File: src/rtl/spi_cpu_arb_pkg.sv
// Shared types and register map for the SPI/CPU memory arbiter.
package spi_cpu_arb_pkg;
    typedef enum logic [1:0] {
        RSEL_NONE    = 2'd0,
        RSEL_CPU     = 2'd1,
        RSEL_SPI_MEM = 2'd2,
        RSEL_SPI_CTL = 2'd3
    } rsel_t;

    localparam logic [1:0] REG_CTRL    = 2'd0;
    localparam logic [1:0] REG_STATUS  = 2'd1;
    localparam logic [1:0] REG_STALL_L = 2'd2;
    localparam logic [1:0] REG_STALL_H = 2'd3;

    localparam int CTRL_HALT    = 0;
    localparam int CTRL_CPU_RST = 1;
endpackage

File: src/rtl/spi_cpu_arb_regs.sv
// Control/status register file reachable from the SPI bridge: CTRL, STATUS and
// the saturating CPU stall counter, with a registered read port.
module spi_cpu_arb_regs
    import spi_cpu_arb_pkg::*;
#(
    parameter logic [1:0] CTRL_RESET = 2'b00
) (
    input  logic        i_clk,
    input  logic        i_rst,
    input  logic        i_ctl_en,
    input  logic        i_ctl_wr,
    input  logic [22:0] i_ctl_addr,
    input  logic [1:0]  i_ctl_wdata,
    input  logic        i_cpu_req,
    input  logic        i_spi_mem,
    output logic        o_halt,
    output logic        o_cpu_rst_bit,
    output logic [7:0]  o_ctl_rdata
);
    logic [1:0]  r_ctrl;
    logic [15:0] r_stall;
    logic [7:0]  r_rdata;
    logic        w_sel;
    logic        w_wr;
    logic        w_sat;
    logic        w_inc;
    logic [7:0]  w_rd;

    assign w_sel = (i_ctl_addr[22:2] == '0);
    assign w_wr  = i_ctl_en & i_ctl_wr & w_sel;
    assign w_sat = &r_stall;
    assign w_inc = i_cpu_req & i_spi_mem & ~r_ctrl[CTRL_HALT] & ~r_ctrl[CTRL_CPU_RST];

    // Read value is taken from pre-update state so a counter read never sees its own cycle
    always_comb begin
        w_rd = 8'h00;
        if (w_sel) begin
            case (i_ctl_addr[1:0])
                REG_CTRL:    w_rd = {6'b0, r_ctrl};
                REG_STATUS:  w_rd = {5'b0, w_sat, i_cpu_req, |r_ctrl};
                REG_STALL_L: w_rd = r_stall[7:0];
                default:     w_rd = r_stall[15:8];
            endcase
        end
    end

    always_ff @(posedge i_clk) begin
        if (i_rst) begin
            r_ctrl  <= CTRL_RESET;
            r_stall <= '0;
            r_rdata <= '0;
        end else begin
            if (w_wr && i_ctl_addr[1:0] == REG_CTRL)
                r_ctrl <= i_ctl_wdata;
            if (w_wr && i_ctl_addr[1:0] == REG_STALL_L)
                r_stall <= '0;
            else if (w_inc && !w_sat)
                r_stall <= r_stall + 16'd1;
            if (i_ctl_en)
                r_rdata <= w_rd;
        end
    end

    assign o_halt        = r_ctrl[CTRL_HALT];
    assign o_cpu_rst_bit = r_ctrl[CTRL_CPU_RST];
    assign o_ctl_rdata   = r_rdata;
endmodule

File: src/rtl/spi_cpu_mem_arbiter.sv
// Single-port SRAM arbiter: the SPI bridge always wins, the 6502 is held off via RDY.
// Also routes registered read data back to whichever side issued the access.
module spi_cpu_mem_arbiter
    import spi_cpu_arb_pkg::*;
#(
    parameter int         ADDR_W     = 16,
    parameter logic [1:0] CTRL_RESET = 2'b00
) (
    input  logic              i_clk,
    input  logic              i_rst,
    input  logic [ADDR_W-1:0] i_cpu_addr,
    input  logic              i_cpu_req,
    input  logic              i_cpu_we,
    input  logic [7:0]        i_cpu_do,
    output logic [7:0]        o_cpu_di,
    output logic              o_cpu_rdy,
    output logic              o_cpu_rst,
    input  logic [23:0]       i_spi_addr,
    input  logic              i_spi_en,
    input  logic              i_spi_wr,
    input  logic [7:0]        i_spi_wdata,
    output logic [7:0]        o_spi_rdata,
    output logic [ADDR_W-1:0] o_mem_addr,
    output logic              o_mem_en,
    output logic              o_mem_wr,
    output logic [7:0]        o_mem_wdata,
    input  logic [7:0]        i_mem_rdata
);
    logic       w_spi_mem, w_spi_ctl, w_cpu_go;
    logic       w_halt, w_crst_bit;
    logic [7:0] w_ctl_rdata, w_spi_ret;
    rsel_t      w_rsel_d, r_rsel;
    logic       r_cpu_ret;
    logic [7:0] r_cpu_hold, r_spi_hold;

    assign w_spi_mem = i_spi_en & i_spi_addr[23];
    assign w_spi_ctl = i_spi_en & ~i_spi_addr[23];
    assign o_cpu_rdy = ~i_rst & ~w_spi_mem & ~w_halt & ~w_crst_bit;
    assign o_cpu_rst = i_rst | w_crst_bit;
    assign w_cpu_go  = i_cpu_req & o_cpu_rdy;

    spi_cpu_arb_regs #(.CTRL_RESET(CTRL_RESET)) u_regs (
        .i_clk         (i_clk),
        .i_rst         (i_rst),
        .i_ctl_en      (w_spi_ctl),
        .i_ctl_wr      (i_spi_wr),
        .i_ctl_addr    (i_spi_addr[22:0]),
        .i_ctl_wdata   (i_spi_wdata[1:0]),
        .i_cpu_req     (i_cpu_req),
        .i_spi_mem     (w_spi_mem),
        .o_halt        (w_halt),
        .o_cpu_rst_bit (w_crst_bit),
        .o_ctl_rdata   (w_ctl_rdata)
    );

    always_comb begin
        o_mem_addr  = i_cpu_addr;
        o_mem_en    = 1'b0;
        o_mem_wr    = 1'b0;
        o_mem_wdata = i_cpu_do;
        if (w_spi_mem && !i_rst) begin
            o_mem_addr  = i_spi_addr[ADDR_W-1:0];
            o_mem_en    = 1'b1;
            o_mem_wr    = i_spi_wr;
            o_mem_wdata = i_spi_wdata;
        end else if (w_cpu_go) begin
            o_mem_en = 1'b1;
            o_mem_wr = i_cpu_we;
        end
    end

    // A control access never stalls the CPU, so both may complete in one cycle;
    // the CPU return is therefore tracked in its own flag alongside rsel.
    assign w_rsel_d = w_spi_mem ? RSEL_SPI_MEM :
                      w_spi_ctl ? RSEL_SPI_CTL :
                      w_cpu_go  ? RSEL_CPU     : RSEL_NONE;

    always_comb begin
        case (r_rsel)
            RSEL_SPI_MEM: w_spi_ret = i_mem_rdata;
            RSEL_SPI_CTL: w_spi_ret = w_ctl_rdata;
            default:      w_spi_ret = r_spi_hold;
        endcase
    end

    always_ff @(posedge i_clk) begin
        if (i_rst) begin
            r_rsel     <= RSEL_NONE;
            r_cpu_ret  <= 1'b0;
            r_cpu_hold <= '0;
            r_spi_hold <= '0;
        end else begin
            r_rsel    <= w_rsel_d;
            r_cpu_ret <= w_cpu_go;
            if (r_cpu_ret)
                r_cpu_hold <= i_mem_rdata;
            if (r_rsel == RSEL_SPI_MEM || r_rsel == RSEL_SPI_CTL)
                r_spi_hold <= w_spi_ret;
        end
    end

    assign o_cpu_di    = i_rst ? 8'h00 : (r_cpu_ret ? i_mem_rdata : r_cpu_hold);
    assign o_spi_rdata = i_rst ? 8'h00 : w_spi_ret;
endmodule

File: config.mk
export PLATFORM = sky130hd
export DESIGN_NAME = spi_cpu_mem_arbiter
export DESIGN_NICKNAME = d
export VERILOG_FILES = /design/src/rtl/spi_cpu_arb_pkg.sv /design/src/rtl/spi_cpu_arb_regs.sv /design/src/rtl/spi_cpu_mem_arbiter.sv
export SDC_FILE = /design/constraint.sdc
export NUM_CORES = 1
export LEC_CHECK = 0
export BUFFER_PORTS_ARGS = -buffer_cell sky130_fd_sc_hd__buf_2
export CAP_MARGIN = 20
export CORE_UTILIZATION = 52
export DETAILED_ROUTE_END_ITERATION = 10
export GPL_TIMING_DRIVEN = 1
export PLACE_DENSITY_LB_ADDON = 0.08
export SLEW_MARGIN = 20
export SYNTH_ARGS = -nofsm -noshare
export SYNTH_HDL_FRONTEND = slang
export SYNTH_HIERARCHICAL = 1
export SYNTH_SLANG_ARGS = --single-unit
File: constraint.sdc
create_clock -name i_clk -period 3.1 [get_ports i_clk]
set_input_delay 0.62 -clock i_clk [delete_from_list [all_inputs] [get_ports i_clk]]
set_output_delay 0.62 -clock i_clk [all_outputs]
set_load 0.03 [all_outputs]
==> reports/results.txt, run 1 <==
largest net degree at the start of global routing: 37
Longest Clk Path Bufs: 2
post-synth top area cell: dfxtp_1
max cap viols: 0
cts hold-fix bufs: 0
Post-Syn Nets: 349
leakage power: 1.476 nW
clock slew at the register clock pins of the worst setup and hold paths: 80 ps
postcts setup bufs: 0
pins over their slew limit: 0
top_reg_cell synth: dfxtp_1
hold path cells: 2
Peak supply drop: 0.0002611 V
CP Data Required Time: 2480 ps
Die Wd: 74.16 microns
fillers: 422
Critical Path End Type: primary output
reg2reg setup slack: 1020 ps
Worst-Margin Slew: 730.4 ps
DP Wirelength: 5087 microns
yosys warns: 6
wire length per cell: 14.54 microns
H-tree depth reported by CTS: 2
met3 WL: 308 microns
vias in the first global route: 2,141
residual DRC count: 0
synth top area cells: dfxtp_1, mux2_4, mux2i_1
startpoint type of the worst setup path: input port
via count: 2,527
Post-DRT Antenna Nets: 0
outcome: finished clean
relative slew slack: 51.24%
M1 WL: 2974 microns
Root Buffer: clkbuf_8
vias per cell: 5.566
Post-Syn Area: 2708 sq um
CTS sink count: 45
WHS Endpoint: u_regs/o_ctl_rdata[0]$_SDFFE_PP0P_
Die ar.: 5500 sq um
worst r2r dst: u_regs/r_stall[10]$_SDFFE_PP0P_
Reg2Reg Depth: 5
FF-to-FF Start: u_regs/r_stall[0]$_SDFFE_PP0P_
top-count cell post-synth: dfxtp_1
Post-CTS Resized: 0
num ports: 114
row cnt: 25
Synth Instances: 278
data arrival time of the critical path: 1780 ps
most instantiated cells after synthesis: dfxtp_1, nor2_1, mux2i_1
sequential share of the synthesized area: 33.27%
CTS tree: done
die height: 74.16 microns
unique cell type count in the Yosys netlist: 57
number of flops mapped to enable cells by yosys: 0
TritonCTS Buffers: 5
Final WS setup: 702.1 ps
Final #Nets: 458
clock skew: 6.331 ps
WL final: 6602 microns
Initial Utilization: 55.49%
GP Congestion: 0.9330
top-area cell type share of the netlist area: 33.27%
Achievable Freq: 417.0 MHz
area grow syn2layout: 24.95%
Iter 0 DRT Violations: 123
crit path time final: 2398 ps
Hold Path Origin: u_regs/o_ctl_rdata[0]$_SDFFE_PP0P_
core area: 4880 sq um
antenna violations before repair: 0
async set or reset register ratio after synthesis: 0%
crit path max fanout: 26
Seq cells post-synth: 45
top layer reached by signal wires: met4
PwrDens: 373.5 nW/um^2
met2 WL: 3293 microns
Total GRT Usage: 23.43%
Hold WS: 478.6 ps
grt total ovfl: 0
Buffers on Ports: 113
DR pass1 iterations: 4
final period utilization: 77.35%
RSZ-0062 raised after global routing: false
worst min-delay path category: register to register
ANT cells: 0
Clock Latency Late Sink: 300 ps
Avg Cell Area, Syn: 9.740 sq um
layout cells sized above 1: 42.12%
first-pass GRT wire length: 9915 microns
Setup WS pre-CTS: 701.1 ps
Crit Path Class: input port to primary output
setup TNS: 0 ps
final hold violations: 0
# setup viols final: 0
state kept, by name, indices dropped and copies added (netlist names):
| name | flops |
|---|---|
| r_cpu_hold | 8 |
| r_cpu_ret | 1 |
| u_regs/o_ctl_rdata | 8 |
| r_spi_hold | 8 |
| u_regs/r_ctrl | 2 |
| u_regs/r_stall | 16 |
| r_rsel | 2 |
power breakdown:
| group | switching [mW] | internal (mW) |
|---|---|---|
| Combinational | 0.162 | 0.121 |
| Clock | 0.197 | 0.176 |
| Sequential | 0.0147 | 0.592 |
| Total | 0.374 | 0.889 |
logic make-up (layout without fill, tap and decap cells):
family,count (synthesis),count (layout),share of synthesized area [%]
flops,45,45,33.27
mux,51,51,22.92
simple gates,95,95,21.53
xor+xnor,1,1,0.3235
fa+ha+maj,1,1,0.4620
buf+inv,26,135,5.129
compound gates,59,59,16.36
metal layers:
metal / global-route usage, % / vias to the layer above
met3: 5.691 / 2
met5: 0 / -
met1: 31.58 / 1177
met4: 5.128 / 0
li1: - / 1289
met2: 37.98 / 59
how the worst max path moves through the flow:
stage                              start        endpoint  slack (ps)  cells past startpoint
finish                             i_rst   o_mem_addr[4]         700                      4
global placement                   i_rst  o_mem_addr[12]         710                      4
floorplan                          i_rst        o_mem_wr         570                      3
global route        r_rsel[1]$_SDFF_PP0_  o_spi_rdata[6]         650                      3
detailed placement                 i_rst  o_mem_addr[11]         700                      4
CTS                                i_rst  o_mem_addr[11]         700                      4
worst max-delay path: stages:
cell      delay (ps)
buf_2            110
nand3b_4         440
mux2_4           430
buf_2            180
cell usage in the layout (no fill, tap or decap), drive strengths merged, types with 4 or more instances in the layout:
cell type,netlist,routed
or3,4,4
or4,9,9
nand2,11,11
inv,10,10
nor4,8,8
mux2,24,24
nand2b,9,9
dfxtp,45,45
a211oi,22,22
buf,9,118
nor2,27,27
o31ai,5,5
mux2i,26,26
a31oi,4,4
nand4,7,7
a21oi,13,13
clkbuf,6,6
per-stage QoR:
step	power (mW)	util, %	area (sq um)	cells
finish	1.264	69.33	3383	454
global route	1.322	69.33	3383	454
CTS	1.272	69.33	3383	454
detailed placement	0.9042	67.49	3293	447
global placement	0.8999	67.49	3293	447
floorplan	0.8083	-	2708	278
layout make-up:
cell class	instances	area (sq um)	share of cell area (%)
well taps	67	83.83	2.478
multi-input cells	207	1668	49.30
clock buffers	6	82.58	2.441
repair buffers	118	603.1	17.83
inverters	10	37.54	1.109
clock inverters	1	7.507	0.2219
flip-flops and latches	45	900.9	26.63
Power figures use the tool's default switching activity.
==> run 2, diff against run 1 <==
--- a/config.mk
+++ b/config.mk
@@ -7,7 +7,7 @@
 export LEC_CHECK = 0
 export BUFFER_PORTS_ARGS = -buffer_cell sky130_fd_sc_hd__buf_2
 export CAP_MARGIN = 20
-export CORE_UTILIZATION = 52
+export CORE_UTILIZATION = 48
 export DETAILED_ROUTE_END_ITERATION = 10
 export GPL_TIMING_DRIVEN = 1
 export PLACE_DENSITY_LB_ADDON = 0.08
==> constraint.sdc (replaced) <==
create_clock -name i_clk -period 2.3 [get_ports i_clk]
set_input_delay 0.46 -clock i_clk [delete_from_list [all_inputs] [get_ports i_clk]]
set_output_delay 0.46 -clock i_clk [all_outputs]
set_load 0.03 [all_outputs]
==> reports/results.txt, run 2 (same netlist as run 1, synthesis figures left out) <==
outcome: finished clean
Worst-Margin Slew: 582.3 ps
Total GRT Usage: 23.07%
Achievable Freq: 479.7 MHz
startpoint type of the worst setup path: register
CTS tree: done
data arrival time of the critical path: 1620 ps
RSZ-0062 raised after global routing: false
leakage power: 1.534 nW
wire length per cell: 14.73 microns
crit path max fanout: 8
row cnt: 26
H-tree depth reported by CTS: 2
final hold violations: 0
relative slew slack: 60.67%
Iter 0 DRT Violations: 122
commonest non-fill, non-tap cell in the layout: buf_2
FF-to-FF Start: u_regs/r_stall[1]$_SDFFE_PP0P_
Initial Utilization: 51.38%
first-pass GRT wire length: 11,080 microns
TritonCTS Buffers: 5
Final #Nets: 468
clock slew at the register clock pins of the worst setup and hold paths: 90 ps
WL final: 6894 microns
clock skew: 14.79 ps
crit path capture: o_spi_rdata[3]
reg2reg setup slack: 400 ps
PwrDens: 494.9 nW/um^2
CP Data Required Time: 1840 ps
vias per cell: 5.429
antenna violations before repair: 0
cts hold-fix bufs: 0
worst min-delay path category: input port to register
commonest cells after routing, fill and taps aside: buf_2, dfxtp_1, nor2_1, mux2i_1, a211oi_1
Longest Clk Path Bufs: 2
ANT cells: 0
GP Congestion: 0.7862
DP Wirelength: 5302 microns
CTS sink count: 45
CP peak stage delay: 630 ps
num ports: 114
Hold WS: 415.6 ps
Buffers on Ports: 113
pins over their slew limit: 0
core area: 5270 sq um
Post-DRT Antenna Nets: 0
Die Wd: 77.11 microns
via count: 2,541
area grow syn2layout: 28.47%
Post-Layout Cell Count: 468
grt total ovfl: 0
Critical Path End Type: primary output
max FFs per register: 16
CP startpoint: r_rsel[0]$_SDFF_PP0_
highest-delay cell along the critical path: dfxtp_1
Post-CTS Resized: 0
largest net degree at the start of global routing: 37
worst r2r dst: u_regs/r_stall[10]$_SDFFE_PP0P_
Root Buffer: clkbuf_8
postcts setup bufs: 0
Die ar.: 5945 sq um
Reg2Reg Depth: 5
Crit Path Class: register to primary output
final period utilization: 90.63%
max cap viols: 0
setup TNS: 0 ps
crit path time final: 2085 ps
DR pass1 iterations: 4
vias in the first global route: 2,313
Largest Register: u_regs/r_stall
die height: 77.11 microns
residual DRC count: 0
dpl cells: 460
Peak supply drop: 0.0002638 V
# setup viols final: 0
crit-path cells: mux2i_1 -> a211oi_1 -> buf_2
Clock Latency Late Sink: 300 ps
Tot Pwr: 1.722 mW
layout cells sized above 1: 43.72%
## run 2: changes by cell type in the layout (fill, tap and decap cells not counted), sizes merged
cell    delta
clkbuf     -1
inv        +1
clkinv     +1
buf       +10
## run 2: layer usage
metal  track usage [%]  vias up  wire length (microns)  part of all wire [%]
li1                  -     1306                      -                     -
met1             30.49     1178                   3259                    47
met2             38.75       52                   3325                    48
met3             3.929        5                    261                   3.8
met4             5.849        0                     48                  0.70
met5                 0        -                      0                     0
## run 2: final cells by class
class / instances / area (sq um)
Timing Repair Buffer: 128 / 690.7
Clock buffer: 5 / 68.82
Fill cell: 486 / 1792
Tap cell: 70 / 87.58
Sequential cell: 45 / 900.9
Inverter: 10 / 37.54
Multi-Input combinational cell: 207 / 1668
Clock inverter: 3 / 25.02
## run 2: critical path: cells and delay by family (launching register included)
family | cells | cell delay (ps)
DFF | 1 | 630
AOI/OAI and AO/OA | 1 | 280
buffers and inverters | 1 | 240
muxes | 1 | 170
## run 2: worst min path at each step
| stage | startpoint | endpoint | slack, ps | cells past startpoint |
|---|---|---|---|---|
| floorplan | u_regs/o_ctl_rdata[3]$_SDFFE_PP0P_ | u_regs/o_ctl_rdata[3]$_SDFFE_PP0P_ | 450 | 2 |
| global placement | u_regs/o_ctl_rdata[3]$_SDFFE_PP0P_ | u_regs/o_ctl_rdata[3]$_SDFFE_PP0P_ | 460 | 2 |
| detailed placement | u_regs/o_ctl_rdata[3]$_SDFFE_PP0P_ | u_regs/o_ctl_rdata[3]$_SDFFE_PP0P_ | 460 | 2 |
| CTS | i_spi_wdata[0] | u_regs/r_ctrl[0]$_SDFFE_PP0P_ | 410 | 3 |
| global route | i_spi_wdata[1] | u_regs/r_ctrl[1]$_SDFFE_PP0P_ | 420 | 3 |
| finish | i_spi_wdata[0] | u_regs/r_ctrl[0]$_SDFFE_PP0P_ | 420 | 3 |
## run 2: stage by stage
stage / utilization [%] / setup slack (ps) / instance area [sq um]
5_1_grt: 66.00 / 105.3 / 3478
4_1_cts: 66.00 / 223.2 / 3478
3_3_place_gp: 64.22 / 138.4 / 3385
3_5_place_dp: 64.22 / 155.0 / 3385
6_report: 66.00 / 215.4 / 3478
2_1_floorplan: - / 94.53 / 2708
## run 2: report_power, final
part           switching, mW  leakage (nW)  internal (mW)
clock network          0.292        0.0447          0.220
registers             0.0173         0.366          0.798
logic                  0.225          1.12          0.169
total                  0.534          1.53           1.19
==> run 3, diff against run 2 <==
--- a/config.mk
+++ b/config.mk
@@ -5,7 +5,7 @@
 export SDC_FILE = /design/constraint.sdc
 export NUM_CORES = 1
 export LEC_CHECK = 0
-export BUFFER_PORTS_ARGS = -buffer_cell sky130_fd_sc_hd__buf_2
+export BUFFER_PORTS_ARGS = -buffer_cell sky130_fd_sc_hd__buf_4
 export CAP_MARGIN = 20
 export CORE_UTILIZATION = 48
 export DETAILED_ROUTE_END_ITERATION = 10
==> reports/results.txt, run 3 (same netlist as run 1, synthesis figures left out) <==
clock slew at the register clock pins of the worst setup and hold paths: 80 ps
worst min-delay path category: input port to register
most frequent CP cell: buf_4
first-pass GRT wire length: 11,820 microns
WL final: 7443 microns
Iter 0 DRT Violations: 102
Largest Register: u_regs/r_stall
Hold Path Origin: i_spi_wdata[0]
layout cells sized above 1: 43.72%
GP Congestion: 0.8853
Die ar.: 5945 sq um
Initial Utilization: 51.38%
Comb pwr share: 26.0%
Final #Nets: 468
# setup viols final: 0
commonest non-fill, non-tap cell in the layout: buf_4
PwrDens: 472.2 nW/um^2
Post-CTS Resized: 0
Clock Latency Late Sink: 290 ps
Buffers on Ports: 113
Worst-Margin Slew: 586.1 ps
fin util: 71.37%
Critical Path End Type: primary output
largest net degree at the start of global routing: 37
core area: 5270 sq um
CP startpoint: i_rst
FF-to-FF Start: u_regs/r_stall[6]$_SDFFE_PP0P_
pins over their slew limit: 0
met2 Usage GRT: 42.41%
leakage power: 1.618 nW
final period utilization: 90.87%
Tot Pwr: 1.776 mW
row cnt: 26
crit-path cells: buf_4 -> nand3b_4 -> mux2_4 -> buf_4
startpoint type of the worst setup path: input port
clock network power share: 28.0%
P_sw: 0.5275 mW
Longest Clk Path Bufs: 2
setup TNS: 0 ps
DR pass1 iterations: 4
Die Wd: 77.11 microns
Crit Path Class: input port to primary output
RSZ-0062 raised after global routing: false
data arrival time of the critical path: 1630 ps
met1 usage: 31.03%
CTS sink count: 45
commonest cells after routing, fill and taps aside: buf_4, dfxtp_1, nor2_1, mux2i_1, a211oi_1
crit path time final: 2090 ps
vias per cell: 5.669
clock skew: 7.196 ps
vias in the first global route: 2,460
num ports: 114
max FFs per register: 16
antenna violations before repair: 0
Sequential Area: 900.9 sq um
max cap viols: 0
Achievable Freq: 478.4 MHz
global routing's busiest layer: met2
hold path cells: 3
CP Data Required Time: 1840 ps
TritonCTS Buffers: 5
outcome: finished clean
Post-DRT Antenna Nets: 0
via count: 2,653
internal power: 1.249 mW
Reg2Reg Depth: 4
Flop pwr share: 45.9%
die height: 77.11 microns
area grow syn2layout: 38.91%
ANT cells: 0
CTS tree: done
Total GRT Usage: 24.42%
relative slew slack: 60.87%
Peak supply drop: 0.0006260 V
final hold violations: 0
residual DRC count: 0
postcts setup bufs: 0
cts hold-fix bufs: 0
crit path max fanout: 26
CP peak stage delay: 440 ps
met3 usage: 4.286%
highest-delay cell along the critical path: nand3b_4
fillers: 451
DP Wirelength: 5693 microns
grt total ovfl: 0
Root Buffer: clkbuf_8
wire length per cell: 15.90 microns
area of the multi-input gates: 1668 sq um
Switching Fraction: 29.70%
H-tree depth reported by CTS: 2
-- run 3: final timing paths --
check,slack [ps],to
min,430,u_regs/r_ctrl[0]$_SDFFE_PP0P_
min reg2reg,470,u_regs/o_ctl_rdata[6]$_SDFFE_PP0P_
max,210,o_mem_addr[0]
max reg2reg,440,u_regs/r_stall[10]$_SDFFE_PP0P_
-- run 3: layer usage --
| layer | vias to the layer above | share of wire (%) |
|---|---|---|
| li1 | 1310 | - |
| met1 | 1257 | 44 |
| met2 | 74 | 50 |
| met3 | 12 | 4.3 |
| met4 | 0 | 1.6 |
| met5 | - | 0 |
-- run 3: through the flow --
stage	hold WS [ps]	area (sq um)	setup WS, ps	instances
detailed placement	464.0	3667	144.2	460
finish	427.4	3761	209.9	468
CTS	418.4	3761	191.2	468
floorplan	445.7	2708	94.53	278
global placement	463.7	3667	216.4	460
global route	417.2	3761	68.80	468
-- run 3: final cells by class --
class	instances	area share (%)
Multi-Input combinational cell	207	44.34
Clock inverter	3	0.6653
Inverter	10	0.9980
Sequential cell	45	23.95
Timing Repair Buffer	128	25.88
Clock buffer	5	1.830
Tap cell	70	2.329
-- run 3: worst max-delay path: cells and delay by family --
kind	cells	cell delay, ps
AND/OR/NAND/NOR	1	440
buffers and inverters	2	290
multiplexers	1	430
-- run 3: power by group through the flow --
stage | combinational [mW] | clock [mW] | sequential, mW
after floorplan | 0.267 | 0 | 0.822
after global placement | 0.455 | 0 | 0.833
after detailed placement | 0.464 | 0 | 0.834
after CTS | 0.464 | 0.515 | 0.816
after global routing | 0.491 | 0.544 | 0.819
final | 0.462 | 0.498 | 0.816
